$ cat config.mk
export PLATFORM = sky130hd
export DESIGN_NAME = alu_sequencer
export DESIGN_NICKNAME = d
export VERILOG_FILES = /design/src/rtl/alu_pkg.sv /design/src/rtl/alu_regfile.sv /design/src/rtl/alu_sequencer.sv
export SDC_FILE = /design/constraint.sdc
export NUM_CORES = 1
export LEC_CHECK = 0
export BUFFER_PORTS_ARGS = -buffer_cell sky130_fd_sc_hd__buf_2
export CORE_MARGIN = 3
export CORE_UTILIZATION = 50
export CTS_CLUSTER_SIZE = 20
export DETAILED_ROUTE_END_ITERATION = 6
export PLACE_DENSITY = 0.81
export SLEW_MARGIN = 15
export SYNTH_ARGS = -nofsm -noshare
export SYNTH_HDL_FRONTEND = slang
export SYNTH_SLANG_ARGS = --single-unit
$ cat constraint.sdc
create_clock -name clk -period 2 [get_ports clk]
set_input_delay 0.1 -clock clk [delete_from_list [all_inputs] [get_ports clk]]
set_output_delay 0.1 -clock clk [all_outputs]
set_load 0.02 [all_outputs]
$ cat src/rtl/alu_pkg.sv
// rtl/alu_pkg.sv - shared types, opcodes and instruction field positions for the ALU sequencer
package alu_pkg;

    localparam int WIDTH = 8;
    localparam int NREGS = 4;

    typedef enum logic [2:0] {
        OP_OR    = 3'b000,
        OP_AND   = 3'b001,
        OP_XOR   = 3'b010,
        OP_NOTA  = 3'b011,
        OP_ADD   = 3'b100,
        OP_SUB   = 3'b101,
        OP_INCA  = 3'b110,
        OP_INCB  = 3'b111
    } alu_op_e;

    typedef enum logic [1:0] {
        CL_ALU   = 2'b00,
        CL_LOADI = 2'b01,
        CL_OUT   = 2'b10,
        CL_NOP   = 2'b11
    } instr_class_e;

    typedef enum logic [1:0] {
        S_IDLE     = 2'b00,
        S_EXEC     = 2'b01,
        S_OUT_WAIT = 2'b10
    } seq_state_e;

    localparam int CLASS_HI  = 15;
    localparam int CLASS_LO  = 14;
    localparam int OP_HI     = 13;
    localparam int OP_LO     = 11;
    localparam int RD_HI     = 10;
    localparam int RD_LO     = 9;
    localparam int RA_HI     = 8;
    localparam int RA_LO     = 7;
    localparam int RB_HI     = 6;
    localparam int RB_LO     = 5;
    localparam int LRD_HI    = 9;
    localparam int LRD_LO    = 8;
    localparam int IMM_HI    = 7;
    localparam int IMM_LO    = 0;
    localparam int SKIPZ_BIT = 13;

endpackage

$ cat src/rtl/alu_regfile.sv
// rtl/alu_regfile.sv - register file with two asynchronous read ports and one synchronous write port
module alu_regfile #(
    parameter int WIDTH = 8,
    parameter int NREGS = 4,
    parameter int AW    = $clog2(NREGS)
) (
    input  logic             clk,
    input  logic             rst_n,
    input  logic             we,
    input  logic [AW-1:0]    waddr,
    input  logic [WIDTH-1:0] wdata,
    input  logic [AW-1:0]    raddr_a,
    output logic [WIDTH-1:0] rdata_a,
    input  logic [AW-1:0]    raddr_b,
    output logic [WIDTH-1:0] rdata_b
);

    logic [WIDTH-1:0] regs [NREGS];

    always_ff @(posedge clk) begin
        if (!rst_n) begin
            for (int i = 0; i < NREGS; i++) begin
                regs[i] <= '0;
            end
        end else if (we) begin
            regs[waddr] <= wdata;
        end
    end

    assign rdata_a = regs[raddr_a];
    assign rdata_b = regs[raddr_b];

endmodule

$ cat src/rtl/alu_sequencer.sv
// rtl/alu_sequencer.sv - instruction sequencer driving an external 8-bit ALU; optional ALU_SEQUENCER_FLAGS_EN adds zero flag and SKIPZ
module alu_sequencer
    import alu_pkg::*;
#(
    parameter int WIDTH = alu_pkg::WIDTH,
    parameter int NREGS = alu_pkg::NREGS
) (
    input  logic             clk,
    input  logic             rst_n,
    input  logic             instr_valid,
    output logic             instr_ready,
    input  logic [15:0]      instr,
    output logic [WIDTH-1:0] alu_a,
    output logic [WIDTH-1:0] alu_b,
    output logic [2:0]       alu_op,
    input  logic [WIDTH-1:0] alu_x,
    output logic             res_valid,
    input  logic             res_ready,
    output logic [WIDTH-1:0] res_data
`ifdef ALU_SEQUENCER_FLAGS_EN
    ,
    output logic             zero
`endif
);

    localparam int AW = $clog2(NREGS);

    seq_state_e       state, state_nxt;
    instr_class_e     cls;
    alu_op_e          ir_op;
    logic [AW-1:0]    ir_rd, ir_ra, ir_rb;
    logic             accept, discard;
    logic             rf_we;
    logic [AW-1:0]    rf_waddr, raddr_a;
    logic [WIDTH-1:0] rf_wdata, rdata_a, rdata_b;
    logic             unused_instr_bits;

    assign cls               = instr_class_e'(instr[CLASS_HI:CLASS_LO]);
    assign accept            = instr_valid & instr_ready;
    assign res_valid         = (state == S_OUT_WAIT);
    assign unused_instr_bits = ^instr[4:0];

`ifdef ALU_SEQUENCER_FLAGS_EN
    logic zero_q, skip_q, skipz_hit;
    assign discard   = skip_q;
    assign skipz_hit = (cls == CL_NOP) && instr[SKIPZ_BIT] && zero_q;
    assign zero      = zero_q;

    always_ff @(posedge clk) begin
        if (!rst_n) begin
            zero_q <= 1'b0;
            skip_q <= 1'b0;
        end else begin
            // A discarded instruction only consumes the pending skip, it never arms a new one
            if (accept) skip_q <= skip_q ? 1'b0 : skipz_hit;
            if (state == S_EXEC) zero_q <= (alu_x == '0);
        end
    end
`else
    assign discard = 1'b0;
`endif

    alu_regfile #(.WIDTH(WIDTH), .NREGS(NREGS)) u_regfile (
        .clk     (clk),
        .rst_n   (rst_n),
        .we      (rf_we),
        .waddr   (rf_waddr),
        .wdata   (rf_wdata),
        .raddr_a (raddr_a),
        .rdata_a (rdata_a),
        .raddr_b (ir_rb),
        .rdata_b (rdata_b)
    );

    always_ff @(posedge clk) begin
        if (!rst_n) state <= S_IDLE;
        else        state <= state_nxt;
    end

    always_comb begin
        state_nxt   = state;
        instr_ready = 1'b0;
        alu_a       = '0;
        alu_b       = '0;
        alu_op      = 3'b000;
        rf_we       = 1'b0;
        rf_waddr    = instr[LRD_HI:LRD_LO];
        rf_wdata    = instr[IMM_HI:IMM_LO];
        raddr_a     = instr[RA_HI:RA_LO];
        case (state)
            S_IDLE: begin
                instr_ready = 1'b1;
                if (accept && !discard) begin
                    case (cls)
                        CL_ALU:   state_nxt = S_EXEC;
                        CL_OUT:   state_nxt = S_OUT_WAIT;
                        CL_LOADI: rf_we     = 1'b1;
                        default:  state_nxt = S_IDLE;
                    endcase
                end
            end
            S_EXEC: begin
                raddr_a   = ir_ra;
                alu_a     = rdata_a;
                alu_b     = rdata_b;
                alu_op    = ir_op;
                rf_we     = 1'b1;
                rf_waddr  = ir_rd;
                rf_wdata  = alu_x;
                state_nxt = S_IDLE;
            end
            S_OUT_WAIT: begin
                if (res_ready) state_nxt = S_IDLE;
            end
            default: state_nxt = S_IDLE;
        endcase
    end

    // res_data is a snapshot taken at the OUT accept edge and held through OUT_WAIT
    always_ff @(posedge clk) begin
        if (!rst_n) begin
            ir_op    <= OP_OR;
            ir_rd    <= '0;
            ir_ra    <= '0;
            ir_rb    <= '0;
            res_data <= '0;
        end else if (accept) begin
            ir_op <= alu_op_e'(instr[OP_HI:OP_LO]);
            ir_rd <= instr[RD_HI:RD_LO];
            ir_ra <= instr[RA_HI:RA_LO];
            ir_rb <= instr[RB_HI:RB_LO];
            if (!discard && cls == CL_OUT) res_data <= rdata_a;
        end
    end

endmodule

# After elaboration in Yosys (flattened, before gate mapping)
# Memory sizes are Yosys's and may differ from the RTL's. A register that Yosys moved wholly into a read port is not among the register bits.
# Cells that the tools add are included.
[word_totals]
register_bits = 19
mem_bits_rw = 32
inputBits = 28
out_inout_bits = 29
mem_count = 1
[mem_list]
columns = ["name", "words", "word_bits", "rd", "rd_clocked_by_memory_dff", "wr", "line_no", "source"]
rows = [
  ["u_regfile.regs", 4, 8, 2, 1, 4, "alu_regfile.sv:18", "logic [WIDTH-1:0] regs [NREGS];"],
]
[classes]
n_eq_ne = 7
n_mux = 23
bitwise = 1
reduce_logical = 5
[op_table]
columns = ["cell", "count"]
rows = [
  ["two-way mux 8 bit", 4],
  ["two-way mux 2 bit", 7],
  ["two-way mux 1 bit", 8],
  ["OR reduction 8 bit", 1],
  ["case mux 2 bit (3 select lines)", 1],
  ["equality test 2 x 1 -> 1 bit, second input constant", 2],
  ["equality test 2 bit, second input constant", 2],
  ["zero test 2 bit", 2],
  ["inequality test 2 bit, second input constant", 2],
  ["case mux 2 bit (2 select lines)", 1],
  ["two-way mux 3 bit", 1],
  ["AND reduction 3 bit", 1],
  ["inequality test 2 x 1 -> 1 bit, second input constant", 1],
  ["case mux 1 bit (2 select lines)", 1],
  ["AND reduction 2 bit", 1],
  ["AND 1 bit", 1],
]

# Longest topological paths before layout
[logic_depth]
word_depth = 10
mapped_depth = 7
ltp_nobuf = 4

# Hierarchy
# Synthesis repeated with hierarchy kept, for this count alone.
[hier_totals]
hier_cells = 233
area_unflattened_um2 = 2678.8
[modules_own_cells]
columns = ["mod", "instances", "cells_each", "area_each_um2", "seq_area_each_um2"]
rows = [
  ["alu_regfile", 1, 97, 1634.1, 960.9],
  ["alu_sequencer", 1, 136, 1044.8, 380.4],
]

# Worst setup path before layout
# Ideal clock, no wire load.
[synth_path]
kind = "register -> register"
from = "reg state[1]"
to = "mem u_regfile.regs[3][0] (enable)"
setup_time_ns = 0.374
t_arrival_ns = 1.596
setup_slack_ns = 0.030
stages_incl_launch_ff = 6
synth_period_minus_slack_ns = 1.970
path_cell_list = "dfxtp_1 nand2b_1 clkbuf_1 buf_2 a31oi_1 o21ai_1"
[synth_rtl]
columns = ["element", "line_no", "source"]
rows = [
  ["start: declaration", "alu_sequencer.sv:28", "seq_state_e state, state_nxt;"],
  ["start signal: assignment", "alu_sequencer.sv:77", "else state <= state_nxt;"],
  ["end: declaration", "alu_regfile.sv:18", ""],
]

# Final worst setup path
[layout_path]
from = "reg state[1]"
to = "out alu_a[3]"
[layout_via]
elab_chain_len = 4
[layout_lines]
columns = ["element", "line_no", "source"]
rows = [
  ["equality test 2 x 1 -> 1 bit (*)", "alu_sequencer.sv:90", "case (state)"],
  ["two-way mux 2 bit", "alu_sequencer.sv:90", ""],
  ["memory read (4 x 8 bit)", "--", ""],
  ["two-way mux 8 bit (*)", "alu_sequencer.sv:90", ""],
  ["end: declaration", "alu_sequencer.sv:13", "output logic [WIDTH-1:0] alu_a,"],
]
# Mark *: on every way between the ends. The rest lies on a longest branch, timed or not.

==> results.md <==
- Htree depth: 2
- Final worst setup slack: 0.0931 ns
- Register area share after synthesis: 0.449
- Core area: roughly 5700 sq um
- Initial Util: 0.536
- Multi-input gate area: 1600 sq um
- Setup TNS: 0 ns
- Area delta synth->final: 16.9%
- First-pass iteration count of the detailed router: 5
- R2r setup slk: 0.19 ns
- Worst-margin pin slew: 0.538 ns
- Setup repair bufs after CTS: 0
- Die Area: around 7000 sq um
- Number of nets with antenna violations after routing: 0
- Comb pwr share: 0.139
- Internal power: 1720 uW
- ANT cells: 0
- Crit path DAT: approximately 1.8 ns
- Ports: 57
- Peak VDD IR: between 0.3 and 0.4 mV
- Die Span Y: 84.4 microns
- Clock slew at reported path FFs: 0.10 ns
- Setup crit end: alu_a[3]
- Global-route wire length before repair: 12300 microns
- Die width: 84.4 microns
- Post-route insts no fill: 476
- Initial antenna violation count: 0
- Worst r2r path cells: 4
- Status: finished clean
- R2r endpoint: state[0]
- CTS Buffer Depth: 2
- Slew margin rel.: 0.639
- Final RePlAce weighted congestion: 0.831
- Crit path required time: 1.90 ns
- #FFs+latches synth: 53
- Slowest CP cell: dfxtp_1
- Net Switching: between 500 and 600 uW
- Tot GR Track Use: 0.212
- Routed len/inst: 15.8 microns
- Critical path type: reg -> out
- Crit path from: state[1]
- Hpwl dp: 5640 microns
- Inst Count DP: 466
- Tmin final: 1.91 ns
- Sw frac: 0.255
- Share of cells above drive strength 1: 0.220
- Max-slew violations: 0
- Worst min path class: in -> reg
- Count of final setup violators: 0
- Vias in the first global route: about 2500
- Clock Tree Root: clkbuf_8
- Final hold violation count: 0
- Worst clock skew: 0.00706 ns
- Cell mode on critical path: a21oi_1
- Setup WS pre-CTS: 0.217 ns
- RSZ-0062 raised after global routing: no
- Sequential share of power: 0.541
- # clock sinks: 53
- Global route overflow: 0
- PortBufs: 56
- CTS tree: yes
- Vias: 2671
- Critical Path Source Type: flop
- Final wirelength: 7500 microns
- Reg area: 1380 sq um
- Max_cap viols: 0
- Crit-path cells: nand2b_2 > buf_6 > a21oi_1 > o21bai_1 > a21oi_1 > buf_2
- Part of the cycle the worst path needs: 0.953
- Pwr/cell area: 642 nW/um^2
- Initial drt markers: 271
- Syn_nets: 378
- Via density: 5.61
- Syn_area_per_cell: 8.79 sq um
- Setup crit end kind: output pin
- Leak: between 0.001 and 0.0015 uW
- Post-synthesis cell area: 3080 sq um
- Post-route DRC: 0
- Cts bufs inserted: 5
- F_max: about 0.52 GHz
- Rows: 27
- Clk_lat worst skew: 0.30 ns
- YS warnings: 0
- Fill cell count: slightly below 500
- Worst-path maximum fanout: 25
- Worst Hold Margin: between 0.02 and 0.03 ns
- Synth unique cells: 30
- Cells after Synth: 350
- Largest net degree at the start of global routing: 40
- Max incr delay on CP: ~0.36 ns
- Worst R2R Start: state[1]
- Final net count: 431
- Clock power frac: 0.320
per-stage QoR:
stage,util,cell area [sq um],total power (uW)
after floorplan,-,3080,1480
after global placement,0.602,3450,1570
after detailed placement,0.602,3450,1590
after CTS,0.625,3590,2320
after global routing,0.626,3600,2400
final,0.626,3600,2310
cells by family (layout without fill, tap and decap cells):
group | count (synthesis) | count (layout) | share of synthesized area
buf+inv | 26 | 80 | 0.0342
compound gates | 99 | 99 | 0.189
mux | 16 | 16 | 0.0846
simple gates | 156 | 156 | 0.243
flops | 53 | 53 | 0.449
state kept, by name, summed over array words and instances (netlist names), named ones only:
register and flops:
res_data 8, u_regfile.regs 32, ir_ra 2, state 2, ir_rb 2, ir_op 3
ir_rd 2
synthesized netlist by cell type (all sizes together):
library cell | n | area, sq um
nand2 | 61 | 229
o21ai | 18 | 90.1
clkinv | 1 | 3.75
o211ai | 9 | 67.6
inv | 1 | 3.75
mux2i | 8 | 80.1
buf | 8 | 37.5
nor4 | 1 | 6.26
nand2b | 34 | 213
or3b | 1 | 11.3
dfxtp | 21 | 420
and3b | 2 | 17.5
clkbuf | 16 | 60.1
o21bai | 9 | 67.6
or2 | 1 | 6.26
a31oi | 9 | 56.3
and3 | 1 | 6.26
nor3 | 2 | 10.0
and2 | 12 | 75.1
a2111oi | 1 | 27.5
mux4 | 8 | 180
nor2b | 1 | 6.26
nor2 | 35 | 131
nand3b | 4 | 30.0
a21oi | 50 | 250
a21o | 3 | 22.5
edfxtp | 32 | 961
or3 | 1 | 6.26
layer usage:
layer	vias up	global-route usage	share of wire
met5	-	0	0
met4	0	0.0691	0.011
met3	9	0.0226	0.063
met2	105	0.338	0.48
met1	1227	0.306	0.44
li1	1330	-	-
critical path: cells and delay by family, from the launching register on:
family / cells / cell delay (ns)
DFF: 1 / 0.36
and+or+nand+nor: 1 / 0.28
buffers and inverters: 2 / 0.39
AOI/OAI and AO/OA: 3 / 0.47
power by group through the flow:
stage               combinational, uW  sequential (uW)  clock, uW
detailed placement                316             1270          0
finish                            322             1250        738
global route                      356             1260        794
floorplan                         217             1260          0
global placement                  307             1270          0
CTS                               320             1250        755
final cells by class:
type | instances | area share
multi-input combinational | 271 | 0.445
sequential | 53 | 0.384
timing repair buffer | 70 | 0.113
tap | 72 | 0.0250
clock buffer | 6 | 0.0202
clock inverter | 2 | 0.0108
inverter | 2 | 0.00209
worst min-delay path by stage:
stage | from | endpoint | slack [ns] | cells past startpoint
floorplan | instr[15] | state[0] | 0.18 | 1
global placement | instr[14] | state[0] | 0.29 | 2
detailed placement | instr[15] | state[0] | 0.30 | 2
CTS | instr[10] | ir_rd[1] | 0.02 | 3
global route | instr[11] | ir_op[0] | 0.03 | 3
finish | instr[10] | ir_rd[1] | 0.03 | 3
placed cells by master, fill, tap and decap left out, types with 2 or more instances in the layout:
| cell type | synthesis | routed |
|---|---|---|
| clkbuf_8 | 0 | 5 |
| nor3_1 | 2 | 2 |
| o21ai_1 | 15 | 15 |
| o21bai_1 | 9 | 9 |
| a31oi_1 | 9 | 9 |
| nand2_1 | 61 | 61 |
| dfxtp_1 | 21 | 20 |
| o211ai_1 | 9 | 9 |
| nand3b_1 | 4 | 4 |
| nand2b_1 | 34 | 33 |
| a21o_1 | 3 | 3 |
| nor2_1 | 35 | 35 |
| mux4_2 | 8 | 8 |
| edfxtp_1 | 32 | 32 |
| dlygate4sd3_1 | 0 | 2 |
| buf_2 | 6 | 56 |
| mux2i_1 | 8 | 8 |
| o21ai_0 | 3 | 3 |
| and2_1 | 12 | 12 |
| a21oi_1 | 50 | 49 |
| buf_4 | 0 | 10 |
| and3b_1 | 2 | 2 |
repair_timing:
item / in CTS / in global routing
hold buffers: 2 / 0
hold endpoints to repair: 1 / 0
pin swaps: 0 / 0
endpoints found under the setup margin: 8 / 8
resized for setup: 1 / 3
Power figures use the tool's default switching activity.
